File: src/rtl/mc_pkg.sv
// Shared encodings for the multi-cycle controller: instruction fields, ALU
// commands, FSM states and datapath mux selects.
package mc_pkg;

  localparam logic [5:0] OP_RTYPE = 6'h00;
  localparam logic [5:0] OP_J     = 6'h02;
  localparam logic [5:0] OP_JAL   = 6'h03;
  localparam logic [5:0] OP_BEQ   = 6'h04;
  localparam logic [5:0] OP_BNE   = 6'h05;
  localparam logic [5:0] OP_ADDI  = 6'h08;
  localparam logic [5:0] OP_XORI  = 6'h0E;
  localparam logic [5:0] OP_LW    = 6'h23;
  localparam logic [5:0] OP_SW    = 6'h2B;

  localparam logic [5:0] FN_JR  = 6'h08;
  localparam logic [5:0] FN_ADD = 6'h20;
  localparam logic [5:0] FN_SUB = 6'h22;
  localparam logic [5:0] FN_SLT = 6'h2A;

  localparam logic [2:0] ALU_ADD  = 3'd0;
  localparam logic [2:0] ALU_SUB  = 3'd1;
  localparam logic [2:0] ALU_XOR  = 3'd2;
  localparam logic [2:0] ALU_SLT  = 3'd3;
  localparam logic [2:0] ALU_AND  = 3'd4;
  localparam logic [2:0] ALU_NAND = 3'd5;
  localparam logic [2:0] ALU_NOR  = 3'd6;
  localparam logic [2:0] ALU_OR   = 3'd7;

  typedef enum logic [3:0] {
    S_FETCH, S_DECODE, S_EXEC_R, S_WB_R, S_EXEC_I, S_WB_I, S_MEM_ADDR,
    S_MEM_RD, S_WB_MEM, S_MEM_WR, S_BRANCH, S_JUMP, S_JR, S_TRAP
  } state_t;

  localparam logic [1:0] PC_ALU    = 2'd0;
  localparam logic [1:0] PC_ALUOUT = 2'd1;
  localparam logic [1:0] PC_JUMP   = 2'd2;
  localparam logic [1:0] PC_REGA   = 2'd3;

  localparam logic [1:0] RD_RT = 2'd0;
  localparam logic [1:0] RD_RD = 2'd1;
  localparam logic [1:0] RD_RA = 2'd2;

  localparam logic [1:0] WD_ALUOUT = 2'd0;
  localparam logic [1:0] WD_MDR    = 2'd1;
  localparam logic [1:0] WD_PC     = 2'd2;

  localparam logic [1:0] SRCB_REGB   = 2'd0;
  localparam logic [1:0] SRCB_FOUR   = 2'd1;
  localparam logic [1:0] SRCB_IMM    = 2'd2;
  localparam logic [1:0] SRCB_IMM_SH = 2'd3;

  localparam logic [1:0] TRAP_NONE    = 2'b00;
  localparam logic [1:0] TRAP_ILLEGAL = 2'b01;
  localparam logic [1:0] TRAP_TIMEOUT = 2'b10;

  function automatic state_t dispatch(input logic [5:0] op, input logic [5:0] fn);
    case (op)
      OP_RTYPE: begin
        case (fn)
          FN_ADD, FN_SUB, FN_SLT: return S_EXEC_R;
          FN_JR:                  return S_JR;
          default:                return S_TRAP;
        endcase
      end
      OP_LW, OP_SW:     return S_MEM_ADDR;
      OP_ADDI, OP_XORI: return S_EXEC_I;
      OP_BEQ, OP_BNE:   return S_BRANCH;
      OP_J, OP_JAL:     return S_JUMP;
      default:          return S_TRAP;
    endcase
  endfunction

  function automatic logic [2:0] alu_for_funct(input logic [5:0] fn);
    case (fn)
      FN_SUB:  return ALU_SUB;
      FN_SLT:  return ALU_SLT;
      default: return ALU_ADD;
    endcase
  endfunction

endpackage

File: src/rtl/mc_wait_timer.sv
// Memory-wait watchdog: counts consecutive not-ready cycles in a memory state
// and flags the cycle on which the MAX_WAIT-th such cycle occurs.
module mc_wait_timer #(
  parameter int unsigned MAX_WAIT = 16
) (
  input  logic clk,
  input  logic reset,
  input  logic waiting,
  input  logic ready,
  output logic timeout
);

  localparam int unsigned W = (MAX_WAIT > 1) ? $clog2(MAX_WAIT) : 1;

  logic [W-1:0] count;

  // Leaving a wait state always coincides with ready=1, so clearing on ready
  // also covers the clear-on-exit behaviour.
  always_ff @(posedge clk) begin
    if (reset || !waiting || ready) begin
      count <= '0;
    end else if (count != '1) begin
      count <= count + 1'b1;
    end
  end

  assign timeout = (MAX_WAIT != 0) && waiting && !ready &&
                   (32'(count) + 32'd1 >= MAX_WAIT);

endmodule

File: src/rtl/mc_control.sv
// Multi-cycle CPU controller: sequences fetch/decode/execute/memory/write-back,
// with a memory-wait watchdog, sticky trap state and retired-instruction count.
module mc_control
  import mc_pkg::*;
#(
  parameter int unsigned MAX_WAIT = 16,
  parameter int unsigned CNT_W    = 32,
  parameter int unsigned CMD_W    = 3
) (
  input  logic             clk,
  input  logic             reset,
  input  logic [5:0]       opcode,
  input  logic [5:0]       funct,
  input  logic             zero,
  input  logic             mem_ready,
  output logic             pc_write,
  output logic [1:0]       pc_src,
  output logic             ir_write,
  output logic             mem_read,
  output logic             mem_write,
  output logic             i_or_d,
  output logic             reg_write,
  output logic [1:0]       reg_dst,
  output logic [1:0]       mem_to_reg,
  output logic             alu_src_a,
  output logic [1:0]       alu_src_b,
  output logic [CMD_W-1:0] alu_command,
  output logic             instr_done,
  output logic [CNT_W-1:0] retired,
  output logic             halted,
  output logic [1:0]       trap_cause
);

  state_t           state;
  state_t           next_dispatch;
  logic [1:0]       cause;
  logic [CNT_W-1:0] count;
  logic [2:0]       alu_cmd;
  logic             waiting;
  logic             timeout;

  assign waiting       = (state == S_FETCH) || (state == S_MEM_RD) || (state == S_MEM_WR);
  assign next_dispatch = dispatch(opcode, funct);

  mc_wait_timer #(.MAX_WAIT(MAX_WAIT)) u_wait_timer (
    .clk     (clk),
    .reset   (reset),
    .waiting (waiting),
    .ready   (mem_ready),
    .timeout (timeout)
  );

  always_ff @(posedge clk) begin
    if (reset) begin
      state <= S_FETCH;
      cause <= TRAP_NONE;
      count <= '0;
    end else begin
      if (instr_done) count <= count + 1'b1;
      case (state)
        S_FETCH, S_MEM_RD, S_MEM_WR: begin
          if (mem_ready) begin
            state <= (state == S_FETCH)  ? S_DECODE :
                     (state == S_MEM_RD) ? S_WB_MEM : S_FETCH;
          end else if (timeout) begin
            state <= S_TRAP;
            cause <= TRAP_TIMEOUT;
          end
        end
        S_DECODE: begin
          state <= next_dispatch;
          if (next_dispatch == S_TRAP) cause <= TRAP_ILLEGAL;
        end
        S_EXEC_R:   state <= S_WB_R;
        S_EXEC_I:   state <= S_WB_I;
        S_MEM_ADDR: state <= (opcode == OP_SW) ? S_MEM_WR : S_MEM_RD;
        S_TRAP:     state <= S_TRAP;
        default:    state <= S_FETCH;
      endcase
    end
  end

  // Outputs decode the current state; reset forces every strobe low at once so
  // an instruction aborted mid-flight performs no further writes.
  always_comb begin
    pc_write   = 1'b0;
    pc_src     = PC_ALU;
    ir_write   = 1'b0;
    mem_read   = 1'b0;
    mem_write  = 1'b0;
    i_or_d     = 1'b0;
    reg_write  = 1'b0;
    reg_dst    = RD_RT;
    mem_to_reg = WD_ALUOUT;
    alu_src_a  = 1'b0;
    alu_src_b  = SRCB_REGB;
    alu_cmd    = ALU_ADD;
    instr_done = 1'b0;
    if (!reset) begin
      case (state)
        S_FETCH: begin
          mem_read  = 1'b1;
          alu_src_b = SRCB_FOUR;
          ir_write  = mem_ready;
          pc_write  = mem_ready;
        end
        S_DECODE: alu_src_b = SRCB_IMM_SH;
        S_EXEC_R: begin
          alu_src_a = 1'b1;
          alu_cmd   = alu_for_funct(funct);
        end
        S_WB_R: begin
          reg_write  = 1'b1;
          reg_dst    = RD_RD;
          instr_done = 1'b1;
        end
        S_EXEC_I: begin
          alu_src_a = 1'b1;
          alu_src_b = SRCB_IMM;
          alu_cmd   = (opcode == OP_XORI) ? ALU_XOR : ALU_ADD;
        end
        S_WB_I: begin
          reg_write  = 1'b1;
          instr_done = 1'b1;
        end
        S_MEM_ADDR: begin
          alu_src_a = 1'b1;
          alu_src_b = SRCB_IMM;
        end
        S_MEM_RD: begin
          mem_read = 1'b1;
          i_or_d   = 1'b1;
        end
        S_WB_MEM: begin
          reg_write  = 1'b1;
          mem_to_reg = WD_MDR;
          instr_done = 1'b1;
        end
        S_MEM_WR: begin
          mem_write  = 1'b1;
          i_or_d     = 1'b1;
          instr_done = mem_ready;
        end
        S_BRANCH: begin
          alu_src_a  = 1'b1;
          alu_cmd    = ALU_SUB;
          pc_src     = PC_ALUOUT;
          pc_write   = (opcode == OP_BEQ) ? zero : !zero;
          instr_done = 1'b1;
        end
        S_JUMP: begin
          pc_write   = 1'b1;
          pc_src     = PC_JUMP;
          instr_done = 1'b1;
          if (opcode == OP_JAL) begin
            reg_write  = 1'b1;
            reg_dst    = RD_RA;
            mem_to_reg = WD_PC;
          end
        end
        S_JR: begin
          pc_write   = 1'b1;
          pc_src     = PC_REGA;
          instr_done = 1'b1;
        end
        default: ;
      endcase
    end
  end

  assign alu_command = CMD_W'(alu_cmd);
  assign retired     = reset ? '0 : count;
  assign halted      = !reset && (state == S_TRAP);
  assign trap_cause  = reset ? TRAP_NONE : cause;

endmodule

File: config.mk
export PLATFORM = sky130hd
export DESIGN_NAME = mc_control
export DESIGN_NICKNAME = d
export VERILOG_FILES = /design/src/rtl/mc_pkg.sv /design/src/rtl/mc_wait_timer.sv /design/src/rtl/mc_control.sv
export SDC_FILE = /design/constraint.sdc
export NUM_CORES = 1
export LEC_CHECK = 0
export BUFFER_PORTS_ARGS = -buffer_cell sky130_fd_sc_hd__clkbuf_2
export CAP_MARGIN = 10
export CELL_PAD_IN_SITES_DETAIL_PLACEMENT = 1
export CELL_PAD_IN_SITES_GLOBAL_PLACEMENT = 2
export CORE_MARGIN = 2
export CORE_UTILIZATION = 32
export DETAILED_ROUTE_END_ITERATION = 8
export HOLD_SLACK_MARGIN = 0.02
export PLACE_DENSITY_LB_ADDON = 0.1
export SYNTH_ARGS = -nofsm -noshare
export SYNTH_HDL_FRONTEND = slang
export SYNTH_SLANG_ARGS = --single-unit
File: constraint.sdc
create_clock -name clk -period 3.3 [get_ports clk]
set_clock_uncertainty 0.15 [all_clocks]
set_input_delay 0.33 -clock clk [delete_from_list [all_inputs] [get_ports clk]]
set_output_delay 0.33 -clock clk [all_outputs]
set_load 0.02 [all_outputs]
==> results_dict.tcl <==
set metrics [dict create \
    status "completed" \
    cts_setup_buffers 0 \
    grt_pass1_wl_um 14000 \
    ys_warn_count 0 \
    diodes 0 \
    ys_async_sr_fraction_pct 0 \
    cts.clk_slew.worst_paths_ps 80 \
    crit_type "register to output port" \
    hold_ws_ps 336 \
    synth.top_cell.area_share_pct 29.5 \
    cp_max_fo 22 \
    setup_viol 0 \
    viasPerCell 5.34 \
    crit_path_end_kind "output port" \
    synth_area_um2 2850 \
    postSynthCellCount 384 \
    die_h_um 98.4 \
    combPwrFrac_pct 39.7 \
    firstDrtPassIters 4 \
    powerDensity_nw_per_um2 458 \
    cp_data_required_time_ps 2820 \
    synth_cell_type_count 58 \
    p_seq_share_pct 37.8 \
    overflow 0 \
    port_buffers 68 \
    finalMaxSlewViolations 0 \
    avgSynthCellArea_um2 7.43 \
    synth_area_leaders "dfxtp_1 29%, nor2b_1 6.1%, nor2_1 5.5%, xnor2_1 5.5%, a21oi_1 4.2%" \
    remaining_drc_errors 0 \
    max_slew.worst_pin.slew_ps 765 \
    grt.total_usage_pct 17.2 \
    hold_buffers 0 \
    worst_ep_arrival_time_ps 2200 \
    fmax_mhz 374 \
    post_cts_resized 0 \
    die-area_um2 9680 \
    chipWidth_um 98.4 \
    initial_core_util_pct 32.9 \
    wl_um 8320 \
    synthXorXnorAreaFrac_pct 6.14 \
    worst_path_max_delay_cell "dfxtp_1" \
    ys.flop_type "dfxtp_1" \
    post-dp-hpwl_um 6070 \
    synthTopCellsByCount "42 x dfxtp_1, 42 x nor2_1, 28 x nand2_1, 28 x nor2b_1" \
    cts_buffers 5 \
    final_nets 458 \
    grt_pass1_vias 2835 \
    period_share_pct 81.1 \
    synth_mux_area_share_pct 2.68 \
    path_cells "or3_1 > nor4_1 > o21bai_1 > clkbuf_2" \
    dr.first_iter.drc_count 74 \
    htree_levels 2 \
    clock_sinks 42 \
    yosysTopAreaCell "dfxtp_1" \
    p_switching_mw 0.616 \
    clk_latency_ps 290 \
    area_growth_pct 17.8 \
    p_clk_share_pct 22.5 \
    finalHoldViolCount 0 \
    ir_worst_vdd_mv 0.172 \
    syn_nets 402 \
    synthAdderAreaFrac_pct 0.878 \
    synth-simple-area-share_pct 38.7 \
    leakage_nw 1.23 \
    switching_share_pct 40.0 \
    rsz0062_at_grt "false" \
    nFillCells 1121 \
    design.core.area_um2 8680 \
    clock_path_buffers 2 \
    finalSetupTns_ps 0 \
    synth-seq-cells 42 \
    fin_crit_ps 2680 \
    synth_compound_area_share_pct 16.4 \
    synth-edff-count 0 \
    relSlewSlack_pct 49.0 \
    io_pins 70 \
    cts-root-buf "clkbuf_8" \
    wire_per_inst_um 15.2 \
    hold_class "register to register" \
    num_rows 34 \
    worst_path_largest_cell_delay_ps 540 \
    drv_cap 0 \
    synth_top_family_by_area "simple AND/OR/NAND/NOR gates" \
    drive_gt1_share_pct 21.8 \
    ys_seq_area_share_pct 29.5 \
    grt_max_degree 73 \
    power.internal_mw 0.923 \
    place.gp.congestion 0.763 \
    antenna_found_initial 0 \
    cts_tree "yes" \
    vias 2934 \
    worstSetupStartpointType "register" \
    postRouteAntennaNets 0 \
]
placed cells by master, fill, tap and decap left out, types with 3 or more instances in the layout:
cell | Yosys | routed
nand4_1 | 4 | 4
a211oi_1 | 4 | 4
nand2_1 | 28 | 28
or2_2 | 3 | 3
a221oi_1 | 3 | 3
mux2_2 | 4 | 4
buf_4 | 2 | 6
xnor2_1 | 18 | 18
nor2b_1 | 28 | 28
nor3_1 | 24 | 24
o21ai_0 | 11 | 11
or4_1 | 10 | 10
o31ai_1 | 9 | 9
clkbuf_2 | 0 | 68
dfxtp_1 | 42 | 42
nand2b_1 | 9 | 9
nor3b_1 | 3 | 3
nor2_1 | 42 | 42
clkbuf_8 | 0 | 6
a21oi_1 | 24 | 24
inv_1 | 15 | 15
or3_1 | 7 | 7
nand3_1 | 17 | 17
nor4_1 | 10 | 10
registers in the layout, summed over array words and instances (netlist names):
register and count:
u_wait_timer.count 4, cause 2, state 4, count 32
cell type report:
type | count | area, µm² | area share (%)
clock buffer | 7 | 86.3 | 2.57
clock inverter | 1 | 5.00 | 0.149
inverter | 15 | 56.3 | 1.68
multi-input combinational | 302 | 1850 | 55.1
sequential | 42 | 841 | 25.0
tap | 108 | 135 | 4.02
timing repair buffer | 74 | 385 | 11.5
critical path: cells and delay by family, from the launching register on:
family                 cells  cell delay [ps]
flip-flops                 1              540
buffers and inverters      1              190
AND/OR/NAND/NOR            2             1000
AO/OA/AOI/OAI              1              180
metrics by stage:
stage | setup WS, ps | area [µm²] | utilization (%) | cells | total power [mW]
3_5_place_dp | 696 | 3270 | 37.7 | 541 | 1.21
3_3_place_gp | 767 | 3270 | 37.7 | 541 | 1.20
4_1_cts | 632 | 3360 | 38.7 | 549 | 1.56
2_1_floorplan | 622 | 2850 | - | 384 | 1.03
6_report | 623 | 3360 | 38.7 | 549 | 1.54
5_1_grt | 472 | 3360 | 38.7 | 549 | 1.65
cells by family after synthesis:
family	Yosys count
and+or+nand+nor	201
adders and majority gates	2
other	1
muxes	7
buffers and inverters	40
DFF	42
AOI/OAI and AO/OA	71
xor gates and xnor gates	20
power by group through the flow:
stage               sequential [mW]  combinational, mW  clock, mW
floorplan                     0.563              0.469          0
global placement              0.590              0.613          0
detailed placement            0.594              0.611          0
CTS                           0.582              0.615      0.364
global route                  0.591              0.675      0.384
finish                        0.582              0.611      0.346
final timing paths:
kind	from	to	slack (ps)	cells after the start
min	cause[0]	cause[0]	340	2
max	state[2]	reg_write	620	4
min reg2reg	cause[0]	cause[0]	340	2
max reg2reg	state[2]	count[31]	690	5
per-layer routing:
metal	share of wire, %	vias up	global-route usage [%]
li1	-	1478	-
met1	46	1391	22.9
met2	49	61	29.5
met3	4.0	4	2.43
met4	0.73	0	3.90
met5	0	-	0
Power figures use the tool's default switching activity.
